### src/rtl/dcache_wb_buf.sv
// rtl/dcache_wb_buf.sv - write-back buffer between the dcache and the mem_ctrl dcache port
// Coalescing circular FIFO of dirty blocks; read misses bypass it straight to memory.
`timescale 1ns/1ps
module dcache_wb_buf #(
  parameter int N_ENTRIES = 2,
  parameter int ADDR_W    = 16,
  parameter int DATA_W    = 64
) (
  input  logic                        clk,
  input  logic                        rst_aH,
  input  logic                        dcache_req_valid,
  input  logic                        dcache_req_type,
  input  logic [ADDR_W-1:0]           dcache_req_block_addr,
  input  logic [DATA_W-1:0]           dcache_req_block_data,
  output logic                        dcache_req_ready,
  output logic                        dcache_resp_valid,
  output logic [DATA_W-1:0]           dcache_resp_block_data,
  output logic                        mem_ctrl_req_valid,
  output logic                        mem_ctrl_req_type,
  output logic [ADDR_W-1:0]           mem_ctrl_req_block_addr,
  output logic [DATA_W-1:0]           mem_ctrl_req_block_data,
  input  logic                        mem_ctrl_req_ready,
  input  logic                        mem_ctrl_resp_valid,
  input  logic [DATA_W-1:0]           mem_ctrl_resp_block_data,
  output logic [$clog2(N_ENTRIES):0]  wb_count,
  output logic                        wb_empty
);
  localparam int PTR_W = $clog2(N_ENTRIES);
  localparam int CNT_W = PTR_W + 1;
  localparam logic [1:0] IDLE = 2'd0, WR_REQ = 2'd1, RD_REQ = 2'd2, RD_WAIT = 2'd3;
  localparam logic REQ_RD = 1'b0, REQ_WR = 1'b1;

  logic [1:0]        state_q, state_d;
  logic [PTR_W-1:0]  head_q, head_d, tail_q, tail_d;
  logic [CNT_W-1:0]  count_q, count_d;
  logic [ADDR_W-1:0] addr_q [N_ENTRIES];
  logic [DATA_W-1:0] data_q [N_ENTRIES];
  logic [N_ENTRIES-1:0] vld_q;
  logic [ADDR_W-1:0] rd_addr_q, rd_addr_d;
  logic              hit_resp_q, hit_resp_d;
  logic [DATA_W-1:0] hit_data_q, hit_data_d;

  logic             hit, full, accept, acc_wr, acc_rd, enq, coalesce, pop;
  logic [PTR_W-1:0] hit_idx;

  // Coalescing guarantees at most one valid entry per address.
  always_comb begin
    hit     = 1'b0;
    hit_idx = '0;
    for (int i = 0; i < N_ENTRIES; i++) begin
      if (vld_q[i] && addr_q[i] == dcache_req_block_addr) begin
        hit     = 1'b1;
        hit_idx = PTR_W'(i);
      end
    end
  end

  assign full = (count_q == CNT_W'(N_ENTRIES));

  // While the head is on the bus it must not change, so writes to it stall.
  always_comb begin
    dcache_req_ready = 1'b0;
    if (!rst_aH) begin
      case (state_q)
        IDLE:    dcache_req_ready = (dcache_req_type == REQ_RD) || hit || !full;
        WR_REQ:  dcache_req_ready = (dcache_req_type == REQ_WR) && (hit ? (hit_idx != head_q) : !full);
        default: dcache_req_ready = 1'b0;
      endcase
    end
  end

  assign accept   = dcache_req_valid && dcache_req_ready;
  assign acc_wr   = accept && (dcache_req_type == REQ_WR);
  assign acc_rd   = accept && (dcache_req_type == REQ_RD);
  assign coalesce = acc_wr && hit;
  assign enq      = acc_wr && !hit;
  assign pop      = (state_q == WR_REQ) && mem_ctrl_req_ready;

  always_comb begin
    mem_ctrl_req_valid      = 1'b0;
    mem_ctrl_req_type       = REQ_RD;
    mem_ctrl_req_block_addr = '0;
    mem_ctrl_req_block_data = '0;
    if (!rst_aH) begin
      case (state_q)
        WR_REQ: begin
          mem_ctrl_req_valid      = 1'b1;
          mem_ctrl_req_type       = REQ_WR;
          mem_ctrl_req_block_addr = addr_q[head_q];
          mem_ctrl_req_block_data = data_q[head_q];
        end
        RD_REQ: begin
          mem_ctrl_req_valid      = 1'b1;
          mem_ctrl_req_block_addr = rd_addr_q;
        end
        default: ;
      endcase
    end
  end

  always_comb begin
    dcache_resp_valid      = 1'b0;
    dcache_resp_block_data = '0;
    if (!rst_aH) begin
      if (state_q == RD_WAIT && mem_ctrl_resp_valid) begin
        dcache_resp_valid      = 1'b1;
        dcache_resp_block_data = mem_ctrl_resp_block_data;
      end else begin
        dcache_resp_valid      = hit_resp_q;
        dcache_resp_block_data = hit_data_q;
      end
    end
  end

  always_comb begin
    state_d    = state_q;
    rd_addr_d  = rd_addr_q;
    hit_resp_d = 1'b0;
    hit_data_d = '0;
    case (state_q)
      IDLE: begin
        if (acc_rd) begin
          if (hit) begin
            hit_resp_d = 1'b1;
            hit_data_d = data_q[hit_idx];
          end else begin
            state_d   = RD_REQ;
            rd_addr_d = dcache_req_block_addr;
          end
        end else if (count_q != '0) begin
          state_d = WR_REQ;
        end
      end
      WR_REQ:  if (mem_ctrl_req_ready) state_d = IDLE;
      RD_REQ:  if (mem_ctrl_req_ready) state_d = RD_WAIT;
      RD_WAIT: if (mem_ctrl_resp_valid) state_d = IDLE;
      default: state_d = IDLE;
    endcase
  end

  assign head_d  = head_q + PTR_W'(pop);
  assign tail_d  = tail_q + PTR_W'(enq);
  assign count_d = count_q + CNT_W'(enq) - CNT_W'(pop);

  always_ff @(posedge clk) begin
    if (rst_aH) begin
      state_q    <= IDLE;
      head_q     <= '0;
      tail_q     <= '0;
      count_q    <= '0;
      vld_q      <= '0;
      rd_addr_q  <= '0;
      hit_resp_q <= 1'b0;
      hit_data_q <= '0;
      for (int i = 0; i < N_ENTRIES; i++) begin
        addr_q[i] <= '0;
        data_q[i] <= '0;
      end
    end else begin
      state_q    <= state_d;
      head_q     <= head_d;
      tail_q     <= tail_d;
      count_q    <= count_d;
      rd_addr_q  <= rd_addr_d;
      hit_resp_q <= hit_resp_d;
      hit_data_q <= hit_data_d;
      if (enq) begin
        addr_q[tail_q] <= dcache_req_block_addr;
        data_q[tail_q] <= dcache_req_block_data;
        vld_q[tail_q]  <= 1'b1;
      end
      if (coalesce) data_q[hit_idx] <= dcache_req_block_data;
      if (pop) vld_q[head_q] <= 1'b0;
    end
  end

  assign wb_count = count_q;
  assign wb_empty = (count_q == '0);
endmodule

### config.mk
export PLATFORM = sky130hd
export DESIGN_NAME = dcache_wb_buf
export DESIGN_NICKNAME = d
export VERILOG_FILES = /design/src/rtl/dcache_wb_buf.sv
export SDC_FILE = /design/constraint.sdc
export NUM_CORES = 1
export LEC_CHECK = 0
export CORE_ASPECT_RATIO = 0.8
export CORE_MARGIN = 3
export CORE_UTILIZATION = 54
export CTS_CLUSTER_DIAMETER = 200
export DETAILED_ROUTE_END_ITERATION = 10
export PLACE_DENSITY = 0.86
export RECOVER_POWER = 25
export SLEW_MARGIN = 20
export SYNTH_ARGS = -nofsm -noshare
export SYNTH_HDL_FRONTEND = slang
export SYNTH_SLANG_ARGS = --single-unit
### constraint.sdc
create_clock -name clk -period 11.01 [get_ports clk]
set_input_delay 2.202 -clock clk [delete_from_list [all_inputs] [get_ports clk]]
set_output_delay 2.202 -clock clk [all_outputs]
set_load 0.01 [all_outputs]
==> results by group, run 1 <==
STA
  – Final hold vios: 0
  – Final setup margin: about 2.3 ns
  – Minimum clock period: approximately 8.7 ns
  – Fmax: approximately 0.11 GHz
  – Slew Viols, Final: around 200
  – Slew @ Worst Pin: 3.45 ns
  – Final worst-path cycle share: slightly below 80%
  – Slew HR: -130%
  – RSZ-0062 raised after global routing: no
  – Worst Skew: between 0.01 and 0.015 ns
  – Setup TNS: 0 ns
  – Final setup fails: 0

Logic synthesis
  – Dominant synthesized flop cell: edfxtp_1
  – Synth warn: 0
  – Avg Cell Area, Syn: around 9.8 um^2
  – Synth Cell Area: about 0.012 mm^2
  – EDFF count, synth: 160
  – Post-Syn Instances: approximately 1300
  – Yosys top cell by area: edfxtp_1
  – Post-synth top area share: roughly two fifths
  – Async SR Flop Fraction: 0%
  – Register bit total from synthesis: 249
  – Distinct cells, synth: 48
  – Top post-synthesis cells by area: edfxtp_1 (39%), dfxtp_1 (14%), nand2_1 (8.0%), mux2i_1 (5.4%), and2_1 (4.9%)
  – Syn nets: approximately 1400
  – Sequential fraction of the synthesis area: approximately 53%

Die
  – I/O pins: 301
  – Die Width: about 170 um
  – Die area: ~0.025 mm^2
  – Site row count: between 40 and 50
  – DIE HEIGHT: 141 um
  – Core area: approximately 0.022 mm^2
  – Starting Density: a little under three fifths

Layout
  – Nets: about 1700
  – FF/Latch Area: 0.00659 mm^2
  – Layout Utilization: between 70 and 80%
  – Design area: about 0.016 mm^2
  – Multi-input gate area: between 0.005 and 0.006 mm^2
  – Share of post-route cells with drive strength above 1: 7.91%
  – Area grow syn2layout: 31.3%
  – Fillcell total: about 1600

Run
  – Max Cap Viol: 5

Global route
  – Gr ovfl total: 0
  – Global-route wire length before repair: between 50000 and 60000 um
  – All-layer global routing usage: between 20 and 30%
  – Vias in the first global route: a little over 10000
  – Largest net degree at the start of global routing: 66
  – Initial antenna violation count: 4

Clock tree
  – Htree depth: 1
  – CTS buffer count: 25
  – Cts hold-fix bufs: 0
  – Post_cts resized: 0
  – # clock sinks: between 200 and 250
  – Postcts setup bufs: 0
  – Root buffer cell: clkbuf_16
  – Clock Pin Slew Worst Setup and Hold Paths: 0.06 ns
  – TritonCTS clock tree: built
  – Max Root-Sink Buffers: 3
  – Clock insertion delay at the later pin of the skew report: ~0.52 ns

Power and ir drop
  – Pwr dens: roughly 150 mW/mm^2
  – Cell leakage power: around 0.0053 uW
  – Total power: 2450 uW
  – Peak VDD IR: roughly 0.00012 V

Worst setup path
  – Reg2reg start: addr_q[0][8]
  – Worst setup EP type: output port
  – Critical Path AT: 6.50 ns
  – CP startpoint: rst_aH
  – Worst path required time: roughly 8.8 ns
  – CP startpoint kind: input pin
  – CP Max Fanout: 64
  – Critical Path Sink: dcache_resp_block_data[58]
  – CP Class: in -> out
  – Reg2reg end: data_q[0][61]
  – Number of cells on the worst reg-to-reg path: 6
  – Flop2flop setup slack: 6.20 ns

Place
  – Dpl hpwl: about 24000 um
  – Post-Place Cell Area: about 0.015 mm^2
  – # port buffers: 300
  – Pre-CTS setup slack: around 3.4 ns
  – GPL Wtd Cong: ~0.93

Route
  – Via count: approximately 10000
  – Number of detailed-route iterations in the first pass: 5
  – Post-DR wirelength/cell: around 20 um
  – Routed Antenna Nets: 0
  – Vias/cell: ~5.7
  – Initial drt markers: 915
  – Remaining DRCs: 0
  – Final wirelength: between 30000 and 40000 um

Hold path
  – Worst Hold Class: reg -> reg

Run status
  – Failing checks: max-capacitance violations, max-slew violations
  – Status: finished with violations
[placed cells by master, fill, tap and decap left out, types with 3 or more instances in the layout]
| cell type | n |
|---|---|
| and2_0 | 40 |
| clkbuf_8 | 4 |
| nor3b_1 | 65 |
| dfxtp_1 | 88 |
| a22oi_1 | 16 |
| nand3_1 | 21 |
| dlygate4sd3_1 | 3 |
| mux2_2 | 17 |
| clkdlybuf4s50_1 | 296 |
| edfxtp_1 | 160 |
| a21oi_1 | 112 |
| and2_1 | 56 |
| a21oi_2 | 38 |
| inv_1 | 12 |
| mux2i_1 | 66 |
| nand4_1 | 7 |
| clkbuf_1 | 8 |
| nand2_1 | 262 |
| xnor2_1 | 17 |
| o21ai_0 | 17 |
| nor2_1 | 95 |
| nor3_1 | 6 |
| clkbuf_16 | 25 |
| nand2b_1 | 4 |
| buf_4 | 11 |
| xor2_1 | 18 |
| clkinv_2 | 7 |
| ha_1 | 7 |
[worst min-delay path by stage]
| stage | endpoint | start | slack (ns) | cells after the start |
|---|---|---|---|---|
| floorplan | rd_addr_q[0] | rd_addr_q[0] | 0.45 | 2 |
| global placement | rd_addr_q[14] | rd_addr_q[14] | 0.46 | 2 |
| detailed placement | rd_addr_q[6] | rd_addr_q[6] | 0.47 | 2 |
| CTS | rd_addr_q[6] | rd_addr_q[6] | 0.48 | 2 |
| global route | rd_addr_q[8] | rd_addr_q[8] | 0.49 | 2 |
| finish | rd_addr_q[6] | rd_addr_q[6] | 0.48 | 2 |
[Yosys cell counts, types with 2 or more instances]
library cell and n:
edfxtp_1 160, a211o_1 2, nor2_1 97, nand3_1 21
dfxtp_1 89, a21oi_1 102, buf_1 16, xor2_1 18
and2_1 97, buf_2 8, and4_1 2, nor4_1 2
buf_6 7, inv_1 12, mux2_2 17, or2_2 2
nor3_1 6, a21oi_2 49, o21ai_0 17, and3_1 2
nor3b_1 64, nand4_1 7, a22oi_1 16, mux2i_1 66
xnor2_1 17, nand2b_1 5, nand2_1 263, clkbuf_1 63
ha_1 7
[cell families (layout without fill, tap and decap cells)]
kind of cell    after synthesis  after routing  synth area share, %
other cells                   0              2                    0
buf+inv                     107            371                 3.77
xor+xnor                     35             35                 2.49
flops                       249            249                 53.4
mux                          83             83                 6.91
compound gates              195            195                 10.1
fa+ha+maj                     7              7                0.710
simple gates                577            577                 22.6
[flip-flops by register name, summed over array words and instances, names as in the netlist]
name	flops
addr_q	32
data_q	128
head_q	1
hit_data_q	64
hit_resp_q	1
rd_addr_q	16
state_q	2
tail_q	1
vld_q	2
wb_count	2
[where the power goes]
part / total [uW] / internal, uW / switching, uW / leakage, uW
Combinational: 485 / 209 / 276 / 0.00255
Sequential: 1110 / 1070 / 47.8 / 0.00239
Clock: 850 / 493 / 358 / 0.000405
[metal layers]
layer	global-route usage (%)	vias to the layer above	part of all wire, %
met4	9.44	4	2.9
li1	-	4790	-
met2	48.6	543	48
met1	37.7	4994	40
met3	6.52	82	9.2
met5	0	-	0.070
[area by class of cell]
cell class | count | area share [%]
repair buffers | 313 | 19.1
multi-input cells | 897 | 32.6
well taps | 300 | 2.32
flip-flops and latches | 249 | 40.7
clock inverters | 12 | 0.711
diodes | 2 | 0.0309
inverters | 12 | 0.278
clock buffers | 34 | 4.32
[per-stage QoR]
| step | hold WS (ns) | cells |
|---|---|---|
| 5_1_grt | 0.489 | 1819 |
| 2_1_floorplan | 0.454 | 1253 |
| 3_3_place_gp | 0.461 | 1771 |
| 3_5_place_dp | 0.469 | 1771 |
| 4_1_cts | 0.477 | 1817 |
| 6_report | 0.481 | 1819 |
[critical path, stage by stage]
cell             delay (ns)
clkbuf_1               1.30
clkbuf_1               2.18
a21oi_1                0.17
clkdlybuf4s50_1        0.62
Power figures use the tool's default switching activity.
==> run 2, diff against run 1 <==
--- a/config.mk
+++ b/config.mk
@@ -7,10 +7,10 @@
 export LEC_CHECK = 0
 export CORE_ASPECT_RATIO = 0.8
 export CORE_MARGIN = 3
-export CORE_UTILIZATION = 54
+export CORE_UTILIZATION = 50
 export CTS_CLUSTER_DIAMETER = 200
 export DETAILED_ROUTE_END_ITERATION = 10
-export PLACE_DENSITY = 0.86
+export PLACE_DENSITY = 0.81
 export RECOVER_POWER = 25
 export SLEW_MARGIN = 20
 export SYNTH_ARGS = -nofsm -noshare
==> constraint.sdc (replaced) <==
create_clock -name clk -period 9 [get_ports clk]
set_input_delay 1.8 -clock clk [delete_from_list [all_inputs] [get_ports clk]]
set_output_delay 1.8 -clock clk [all_outputs]
set_load 0.01 [all_outputs]
==> results by group, run 2 (same netlist as run 1, synthesis figures left out) <==
Global route
  – All-layer global routing usage: 26.1% (-2.9 points)
  – Met3 usage: 6.25% (-0.26 points)
  – Vias in the first global route: 10200 (-2.0%)
  – Initial antenna violation count: 5 (+1)
  – Global-route wire length before repair: 56100 um (-1.9%)
  – Layer with the highest usage: met2
  – Gr ovfl total: 0 (unchanged)
  – Met1 global-route usage: 34.7% (-3.0 points)
  – Largest net degree at the start of global routing: 66 (unchanged)
  – GR Util met2: 43.3% (-5.3 points)

Route
  – Post-DR wirelength/cell: 19.5 um (-4.2%)
  – Initial drt markers: 881 (-3.7%)
  – Via count: 10100 (-2.5%)
  – Routed Antenna Nets: 0 (unchanged)
  – Number of detailed-route iterations in the first pass: 5 (unchanged)
  – Final wirelength: 35700 um (-3.6%)
  – Remaining DRCs: 0 (unchanged)
  – Vias/cell: 5.54 (-3.2%)

Power and ir drop
  – Pint: 2130 uW (+20%)
  – Power share of the clock group: 34.1% (-0.6 points)
  – Peak VDD IR: 0.000123 V (+4.2%)
  – Total power: 2950 uW (+20%)
  – Comb pwr share: 19.7% (about the same)
  – Cell leakage power: 0.00532 uW (-0.53%)
  – Power share of the sequential group: 46.2% (+0.7 points)
  – Sw frac: 27.8% (about the same)
  – Pwr dens: 182 mW/mm^2 (+20%)
  – Switch Pwr: 821 uW (+20%)

Worst setup path
  – CP Class: in -> reg
  – Cell Chain, Critical Path: buf_4, clkbuf_1, nor2_1, nand4_1, a21oi_1, nor2_4, clkbuf_1, nor3b_1
  – CP startpoint kind: input pin
  – Max stage delay cell, worst path: clkbuf_1
  – Reg2reg start: addr_q[0][11]
  – Worst setup EP type: register
  – Worst path required time: 9.12 ns (+0.31 ns)
  – CP startpoint: rst_aH
  – CP Max Fanout: 64 (unchanged)
  – CP max stage delay: 2.36 ns (+0.18 ns)
  – Crit path buf inv count: 3 (unchanged)
  – CP most frequent cell: clkbuf_1
  – Critical Path AT: 7.61 ns (+1.11 ns)
  – CP top delay family: buffers and inverters

STA
  – Final setup fails: 0 (unchanged)
  – Slew HR: -128% (+2.5 points)
  – RSZ-0062 raised after global routing: no
  – Final worst-path cycle share: a little over four fifths
  – Slew @ Worst Pin: 3.41 ns (-0.0381 ns)
  – Fmax: approximately 0.13 GHz
  – Setup TNS: 0 ns (unchanged)
  – Final hold slack: 0.481 ns (+0.000131 ns)
  – Final hold vios: 0 (unchanged)
  – Minimum clock period: approximately 7.5 ns
  – Worst Skew: 0.0191 ns (+0.00451 ns)
  – Slew Viols, Final: 167 (-18%)

Clock tree
  – TritonCTS clock tree: built
  – # clock sinks: 249 (unchanged)
  – Postcts setup bufs: 0 (unchanged)
  – CTS buffer count: 26 (+4.0%)
  – Root buffer cell: clkbuf_16
  – Htree depth: 1 (unchanged)
  – Max Root-Sink Buffers: 3 (unchanged)
  – Clock insertion delay at the later pin of the skew report: 0.53 ns (about the same)
  – Post_cts resized: 0 (unchanged)
  – Cts hold-fix bufs: 0 (unchanged)
  – Clock Pin Slew Worst Setup and Hold Paths: 0.06 ns (about the same)

Place
  – # port buffers: 300 (unchanged)
  – Post-Place Cell Area: 0.0155 mm^2 (about the same)
  – GPL Wtd Cong: 0.903 (-2.5%)
  – Dpl cells: 1782 (+0.62%)
  – Dpl hpwl: 22700 um (-4.0%)

Layout
  – Largest Register: data_q
  – Nets: 1656 (+0.060%)
  – Most frequent cells in the layout: clkdlybuf4s50_1 (296), nand2_1 (261), edfxtp_1 (160)
  – Design area: 0.0162 mm^2 (+0.32%)
  – Largest regs: data_q x128, hit_data_q x64, addr_q x32
  – Most common cell after layout, fill and taps aside: clkdlybuf4s50_1
  – Area grow syn2layout: 31.8%
  – Post-Layout Cell Count: 1832 (+0.71%)
  – Max FFs per register: 128 (unchanged)
  – Share of post-route cells with drive strength above 1: 8.30% (+0.39 points)

Die
  – DIE HEIGHT: 146 um (+3.8%)
  – I/O pins: 301 (unchanged)
  – Die Width: 182 um (+3.8%)
  – Core area: 0.0238 mm^2 (+8.4%)
  – Die area: 0.0266 mm^2 (+7.7%)
  – Site row count: 50 (+4.2%)
  – Starting Density: 51.7% (-4.4 points)

Run status
  – Status: finished with violations
  – Failing checks: max-capacitance violations, max-slew violations

Hold path
  – Worst Hold Launch: rd_addr_q[14]
  – Worst Hold Class: reg -> reg

Run
  – Max Cap Viol: 3 (-2)
-- run 2: path summary, 6_finish.rpt --
path	to	slack [ns]	cells after the start
hold reg to reg	rd_addr_q[14]	0.48	2
hold / removal	rd_addr_q[14]	0.48	2
setup reg to reg	data_q[1][41]	4.13	7
setup / recovery	data_q[1][41]	1.50	8
-- run 2: cell type report --
| cell class | instances | area [um^2] |
|---|---|---|
| diodes | 2 | 5.00 |
| clock buffers | 38 | 747 |
| well taps | 312 | 390 |
| fillers | 1826 | 7590 |
| repair buffers | 313 | 3080 |
| flip-flops and latches | 249 | 6590 |
| clock inverters | 9 | 42.5 |
| multi-input cells | 897 | 5350 |
| inverters | 12 | 45.0 |
-- run 2: per-layer routing --
metal / wire [um] / vias up
li1: - / 4785
met1: 14500 / 4859
met2: 17200 / 441
met3: 3160 / 58
met4: 805 / 6
met5: 37 / -
-- run 2: stage by stage --
step	utilization, %	setup WS [ns]
finish	68.2	1.50
global route	68.2	1.11
CTS	68.2	2.18
detailed placement	64.9	2.20
global placement	64.9	2.24
floorplan	-	2.30
-- run 2: tightest hold or removal path, delay by kind of cell, from the launching register on --
family	cells	cell delay, ns
flops	1	0.31
compound gates	2	0.12
-- run 2: power by group through the flow --
stage,clock [uW],sequential (uW),combinational (uW)
2_1_floorplan,0,1360,352
3_3_place_gp,0,1380,575
3_5_place_dp,0,1380,579
4_1_cts,1020,1360,584
5_1_grt,1070,1370,626
6_report,1010,1360,581
